**config.mk**
```make
export PLATFORM = sky130hd
export DESIGN_NAME = dtree_feature_loader
export DESIGN_NICKNAME = d
export VERILOG_FILES = /design/src/rtl/dtree_pkg.sv /design/src/rtl/dtree_eval_timer.sv /design/src/rtl/dtree_feature_loader.sv
export SDC_FILE = /design/constraint.sdc
export NUM_CORES = 1
export LEC_CHECK = 0
export ABC_CLOCK_PERIOD_IN_PS = 31500
export CAP_MARGIN = 10
export CORE_UTILIZATION = 52
export DETAILED_ROUTE_END_ITERATION = 6
export PLACE_DENSITY = 0.85
export REMOVE_ABC_BUFFERS = 1
export SYNTH_ARGS = -nofsm -noshare
export SYNTH_HDL_FRONTEND = slang
export SYNTH_HIERARCHICAL = 1
export SYNTH_SLANG_ARGS = --single-unit
```
**constraint.sdc**
```tcl
create_clock -name clk -period 31.5 [get_ports clk]
set_input_delay 6.3 -clock clk [delete_from_list [all_inputs] [get_ports clk]]
set_output_delay 6.3 -clock clk [all_outputs]
set_load 0.05 [all_outputs]
```
**src/rtl/dtree_pkg.sv**
```systemverilog
// Shared definitions for the arrhythmia decision-tree front end: default sizes,
// loader state encoding and the tree-input slot names.
package dtree_pkg;

  localparam int N_FEATURES_DEF = 36;
  localparam int FEAT_W_DEF     = 8;
  localparam int CLASS_W_DEF    = 5;

  typedef enum logic [1:0] {
    ST_LOAD  = 2'd0,
    ST_DRAIN = 2'd1,
    ST_EVAL  = 2'd2,
    ST_HOLD  = 2'd3
  } loader_state_e;

  // Slot k of feat_vec carries tree input X<n>, ascending by original index.
  localparam int SLOT_X0   = 0;
  localparam int SLOT_X4   = 1;
  localparam int SLOT_X12  = 2;
  localparam int SLOT_X276 = N_FEATURES_DEF - 1;

  function automatic int cnt_width(input int n);
    return (n > 1) ? $clog2(n) : 1;
  endfunction

endpackage

```
**src/rtl/dtree_eval_timer.sv**
```systemverilog
// Down-counter that spaces class capture EVAL_CYCLES cycles after the
// feature vector completes, giving the combinational tree time to settle.
module dtree_eval_timer
  import dtree_pkg::*;
#(
  parameter int EVAL_CYCLES = 1
) (
  input  logic clk,
  input  logic rst,
  input  logic start_i,
  input  logic run_i,
  output logic done_o
);

  localparam int CW = cnt_width(EVAL_CYCLES);

  logic [CW-1:0] cnt_q;

  always_ff @(posedge clk or posedge rst) begin
    if (rst) begin
      cnt_q <= '0;
    end else if (start_i) begin
      cnt_q <= CW'(EVAL_CYCLES - 1);
    end else if (run_i && (cnt_q != '0)) begin
      cnt_q <= cnt_q - 1'b1;
    end
  end

  assign done_o = run_i && (cnt_q == '0);

endmodule

```
**src/rtl/dtree_feature_loader.sv**
```systemverilog
// Byte-stream loader that assembles the feature vector for the decision tree
// and returns its class over valid/ready. Define DTREE_LOADER_FRAME_CHECK_EN to enable s_last framing checks.
module dtree_feature_loader
  import dtree_pkg::*;
#(
  parameter int N_FEATURES  = N_FEATURES_DEF,
  parameter int FEAT_W      = FEAT_W_DEF,
  parameter int CLASS_W     = CLASS_W_DEF,
  parameter int EVAL_CYCLES = 1
) (
  input  logic                         clk,
  input  logic                         rst,
  input  logic                         s_valid,
  output logic                         s_ready,
  input  logic [FEAT_W-1:0]            s_data,
  input  logic                         s_last,
  output logic [N_FEATURES*FEAT_W-1:0] feat_vec,
  input  logic [CLASS_W-1:0]           cls_in,
  output logic                         m_valid,
  input  logic                         m_ready,
  output logic [CLASS_W-1:0]           m_class,
  output logic                         err_frame
);

  localparam int                CNT_W     = cnt_width(N_FEATURES);
  localparam logic [CNT_W-1:0]  LAST_SLOT = CNT_W'(N_FEATURES - 1);

  loader_state_e        state_q, state_d;
  logic [CNT_W-1:0]     cnt_q, cnt_d;
  logic [FEAT_W-1:0]    slot_q [N_FEATURES];
  logic                 m_valid_q, m_valid_d;
  logic [CLASS_W-1:0]   m_class_q, m_class_d;
  logic                 beat, at_end;
  logic                 timer_start, timer_done;

  assign s_ready = !rst && ((state_q == ST_LOAD) || (state_q == ST_DRAIN));
  assign beat    = s_valid && s_ready;
  assign at_end  = (cnt_q == LAST_SLOT);
  assign m_valid = m_valid_q;
  assign m_class = m_class_q;

`ifdef DTREE_LOADER_FRAME_CHECK_EN
  logic err_q, err_d;
  assign err_frame = err_q;
`else
  logic unused_s_last;
  assign unused_s_last = s_last;
  assign err_frame     = 1'b0;
`endif

  dtree_eval_timer #(
    .EVAL_CYCLES(EVAL_CYCLES)
  ) u_eval_timer (
    .clk    (clk),
    .rst    (rst),
    .start_i(timer_start),
    .run_i  (state_q == ST_EVAL),
    .done_o (timer_done)
  );

  always_comb begin
    state_d     = state_q;
    cnt_d       = cnt_q;
    m_valid_d   = m_valid_q;
    m_class_d   = m_class_q;
    timer_start = 1'b0;
`ifdef DTREE_LOADER_FRAME_CHECK_EN
    err_d       = 1'b0;
`endif
    case (state_q)
      ST_LOAD: begin
        if (beat) begin
`ifdef DTREE_LOADER_FRAME_CHECK_EN
          if (s_last) begin
            cnt_d = '0;
            if (at_end) begin
              state_d     = ST_EVAL;
              timer_start = 1'b1;
            end else begin
              err_d = 1'b1;
            end
          end else if (at_end) begin
            // Over-long frame: keep the first N bytes, swallow the rest.
            cnt_d   = '0;
            err_d   = 1'b1;
            state_d = ST_DRAIN;
          end else begin
            cnt_d = cnt_q + 1'b1;
          end
`else
          if (at_end) begin
            cnt_d       = '0;
            state_d     = ST_EVAL;
            timer_start = 1'b1;
          end else begin
            cnt_d = cnt_q + 1'b1;
          end
`endif
        end
      end
`ifdef DTREE_LOADER_FRAME_CHECK_EN
      ST_DRAIN: begin
        if (beat && s_last) begin
          state_d = ST_LOAD;
        end
      end
`endif
      ST_EVAL: begin
        if (timer_done) begin
          m_class_d = cls_in;
          m_valid_d = 1'b1;
          state_d   = ST_HOLD;
        end
      end
      ST_HOLD: begin
        if (m_ready) begin
          m_valid_d = 1'b0;
          state_d   = ST_LOAD;
        end
      end
      default: state_d = ST_LOAD;
    endcase
  end

  always_ff @(posedge clk or posedge rst) begin
    if (rst) begin
      state_q   <= ST_LOAD;
      cnt_q     <= '0;
      m_valid_q <= 1'b0;
      m_class_q <= '0;
`ifdef DTREE_LOADER_FRAME_CHECK_EN
      err_q     <= 1'b0;
`endif
    end else begin
      state_q   <= state_d;
      cnt_q     <= cnt_d;
      m_valid_q <= m_valid_d;
      m_class_q <= m_class_d;
`ifdef DTREE_LOADER_FRAME_CHECK_EN
      err_q     <= err_d;
`endif
    end
  end

  // Slots change only on LOAD beats, so the tree sees a frozen vector through EVAL/HOLD.
  always_ff @(posedge clk or posedge rst) begin
    if (rst) begin
      for (int k = 0; k < N_FEATURES; k++) begin
        slot_q[k] <= '0;
      end
    end else if (beat && (state_q == ST_LOAD)) begin
      slot_q[cnt_q] <= s_data;
    end
  end

  for (genvar k = 0; k < N_FEATURES; k++) begin : g_pack
    assign feat_vec[FEAT_W*k +: FEAT_W] = slot_q[k];
  end

endmodule

```
-- Yosys cells after proc, flatten, opt, wreduce, memory -nomap -nowiden
Cells that the tools add are included.
- logic and storage cells: 87
- bits in registers: 303
- reductions and logical operators: 15
- equal/unequal tests: 8
- add/sub/neg operators: 2
- bitwise operators: 2
- muxes and demuxes: 17
- $lt $le $gt $ge: 2
- operators with widths (kind ; number):
    bitwise mux 288 bit ; 1
    demux 8 bit (select 6 bit) ; 1
    2-to-1 mux 2 bit ; 4
    2-to-1 mux 8 bit ; 1
    inequality test 2 bit (second input constant) ; 4
    greater-or-equal comparator 7 bit (second input constant) ; 1
    less-than comparator 7 x 1 -> 1 bit (second input constant) ; 1
    2-to-1 mux 1 bit ; 7
    NOT 6 -> 7 bit ; 1
    adder 6 x 1 -> 6 bit (second input constant) ; 1
    equality test 6 bit (second input constant) ; 1
    logical AND 1 bit ; 6
    2-to-1 mux 6 bit ; 1
    one-hot mux 2 bit (3 select lines) ; 1
    equality test 2 bit (second input constant) ; 2
    AND reduction 2 bit ; 2
    AND reduction 4 bit ; 1
    nonzero test 2 bit ; 2
    AND reduction 3 bit ; 1
    equality test 2 x 1 -> 1 bit (second input constant) ; 1
    zero test 2 bit ; 1
    one-hot mux 1 bit (2 select lines) ; 1
    zero test 1 bit ; 1
    logical OR 1 bit ; 1
    other kinds (2) ; 2

-- Depth between registers and ports, before layout
- word-level depth: 7
- depth in mapped cells: 5
- depth with buffers taken out: 4

-- Modules after synthesis
Netlist, hierarchy kept.
- modules (own cells, without submodules) (module ; instances ; cells each ; sequential area each (um^2) ; area an instance (um^2)):
    dtree_feature_loader ; 1 ; 723 ; 7557.2 ; 11717.5
    dtree_eval_timer ; 1 ; 4 ; 25.0 ; 50.0

-- Least setup slack after synthesis
Ideal clock, no wire load.
- path kind: input port to output port
- start: in rst
- end: out s_ready
- path buffers: 0
- stages on the path: 1
- path slack: 18.255 ns
- arrival time: 6.945 ns
- cell sequence: nor2_1
- word-level cells in the longest chain between the ends: 2
- ends and longest elaborated chain (item ; RTL line ; text):
    from (decl) ; dtree_feature_loader.sv:12 ; input logic rst,
    zero test 1 bit (no source line) ; - ;
    logical AND 1 bit ; dtree_feature_loader.sv:36 ; assign s_ready = !rst && ((state_q == ST_LOAD) || (state_q == ST_DRAIN));
    to (decl) ; dtree_feature_loader.sv:14 ; output logic s_ready,
Every way passes these cells.

-- Final worst setup path
Same ends and word-level chain as after synthesis.

==> results.ini <==
[sta]
finalSetupViolCount = 0
hold_viol = 0
fin_crit_sh_pct = 45.3
relSlewSlack_pct = 30.5
tightest_slew_ns = 1.04
fin_tns_setup_ns = 0
timing.fmax_mhz = 70.1
whs_ns = 0.498
fin_ws_ns = 17.24
fin_crit_ns = 14.26
maxSlewViolCount = 0
rsz0062_at_grt = false
fin_worst_skew_ns = 0.0122

[worst_setup_path]
cp_slowest_stage_delay_ns = 0.84
path_class = input pin to output port
critical_path_required_ns = 25.20
r2r_setup_slack_ns = 28.57
worstPathArrival_ns = 7.96
rr_worst_depth = 3
path_cells = clkdlybuf4s50_1 > nor2_1 > clkdlybuf4s50_1
r2r-end = feat_vec[236]
path_max_fanout = 5
slowest_stage = clkdlybuf4s50_1
crit_top_cell = clkdlybuf4s50_1
r2r_start = state_q[1]
startpoint_type = input pin
end_kind = output port

[drt]
dr.pass1.iters = 7
drtAntennaViolNets = 0
num_vias = 7299
avgRoutedWirePerCell_um = 22.2
drc = 41
routed_wl_mm = 29.8
drtIter0Drc = 277
avgViaCountPerCell = 5.44

[logic_synthesis]
post_synth.cell_area_avg_um2 = 16.2
synth_cell_types = 39
yosys_warnings = 6
ys_ff_latch = 303
mappedNetlistArea_um2 = 11800
ys_seq_area_share_pct = 64.4
synth_top_family_by_area = multiplexers
synthSimpleGateAreaFrac_pct = 5.24
synthXorXnorAreaFrac_pct = 0.149
synth-adder-area-share_pct = 0.106
synth_compound_area_share_pct = 0.447
synth_mux_area_share_pct = 28.0
syn_inst = 727

[clocking]
cts_sinks = 303
numCtsBuffers = 34
ctsResizeCount = 0
htree_levels = 2
path_clk_slew_ns = 0.05
postCtsSetupBuffers = 0
cts_root_buf = clkbuf_16
tritoncts = done
clockBufferDepth = 3
holdBufCountCts = 0
worstSkewPairLatency_ns = 0.50

[global_route]
grt_pass1_wl_mm = 47.3
grtUsageTotal_pct = 26.6
antenna_found_initial = 0
overflow = 0
grt_pass1_vias = 7887
grt_max_degree = 153

[floorplanning]
die_width_um = 152
die-area_um2 = 23200
start_util_pct = 53.4
die_h_um = 152
core_region_area_um2 = 22000
io_pins = 314
rows = 54

[placed_design]
gp_congestion = 0.775
dp_hpwl_mm = 18.9
dp_slack_ns = 17.25
port_buffers = 311

[status]
violations = DRC
status = complete, but fails checks

[layout]
drive_gt1_share_pct = 35.8
final_nets = 1060
layout_common_cells = clkdlybuf4s50_1 (308), dfrtp_1 (303), mux2_2 (292)
postLayoutCoreUtil_pct = 73.8
multi_input_area_um2 = 4010
fillers = 1419
final_common_cell = clkdlybuf4s50_1
syn2layout_area_growth_pct = 38.2
seq_area_um2 = 7580

[power_and_ir_drop]
p_per_area_nw_per_um2 = 117
irDropWorstVdd_mv = 0.0727
leakage_nw = 7.54

[min_path]
hold_path_end = feat_vec[118]
hold_path.class = flop to flop
hold_depth = 1
hold_path.startpoint = feat_vec[118]

[job]
drv_cap = 0

[worst max-delay path: cells and delay by family]
family                 cells  cell delay [ns]
buffers and inverters      2             1.45
AND/OR/NAND/NOR            1             0.21
[where the power goes]
group / leakage (nW) / total, W / internal, W / switching (W)
sequential: 4.03 / 0.000598 / 0.000518 / 0.0000792
combinational: 2.96 / 0.000915 / 0.000312 / 0.000603
clock: 0.554 / 0.000395 / 0.000244 / 0.000151
[layout make-up]
cell class                      instances  area share, %
Antenna cell                            1         0.0154
Multi-Input combinational cell        380           24.7
Sequential cell                       303           46.6
Clock inverter                          9          0.631
Timing Repair Buffer                  319           19.4
Clock buffer                           47           6.36
Tap cell                              280           2.15
Inverter                                3          0.115
[flip-flops by register name, indices dropped and copies added, names as in the netlist]
register / count
cnt_q: 6
feat_vec: 288
m_class: 5
m_valid: 1
state_q: 2
u_eval_timer/cnt_q: 1
[metrics by stage]
| step | power [W] | cell area [um2] | instances |
|---|---|---|---|
| CTS | 0.00192 | 16300 | 1341 |
| detailed placement | 0.00152 | 15100 | 1285 |
| finish | 0.00191 | 16300 | 1342 |
| global placement | 0.00150 | 15100 | 1285 |
| global route | 0.00198 | 16300 | 1341 |
| floorplan | 0.00119 | 11600 | 686 |
[cells in the mapped netlist (all sizes together)]
cell,count,share of area (%)
nand2b,1,0.053
nand4,1,0.053
nor2,5,0.16
xor2,1,0.074
ha,1,0.11
or3,2,0.11
a21o,1,0.064
xnor2,1,0.074
nor4b,1,0.13
or3b,2,0.15
nand3b,3,0.19
buf,5,0.31
dfrtp,303,64
o31ai,1,0.064
nor3,13,1.5
and2b,1,0.074
clkbuf,36,1.1
nor3b,8,0.65
o21ai,1,0.042
nor4,4,0.72
and4,1,0.074
a31o,1,0.074
or4b,1,0.085
nand2,10,0.32
a311oi,1,0.074
nor2b,1,0.053
mux2,293,28
nand3,20,0.85
conb,1,0.032
and3b,1,0.074
inv,3,0.096
a21oi,3,0.13
[routing by layer]
layer / up-vias / GRT usage [%] / wire (um)
met5: - / 0 / 0
met4: 0 / 9.38 / 791
met3: 52 / 6.68 / 1910
met2: 241 / 44.7 / 14900
met1: 3780 / 33.6 / 12300
li1: 3226 / - / -
[kinds of logic after synthesis]
family | Yosys count
compound gates | 8
xor+xnor | 2
fa+ha+maj | 1
buf+inv | 44
flops | 303
mux | 293
other cells | 1
simple gates | 75
[how the worst max path moves through the flow]
stage	slack (ns)	cells after the start	endpoint	startpoint
after CTS	17.24	3	s_ready	rst
after global placement	17.32	3	s_ready	rst
final	17.24	3	s_ready	rst
after detailed placement	17.25	3	s_ready	rst
after floorplan	16.85	1	cnt_q[0]	rst
after global routing	17.20	3	s_ready	rst
Note: power is estimated with default switching activity, not from simulation.
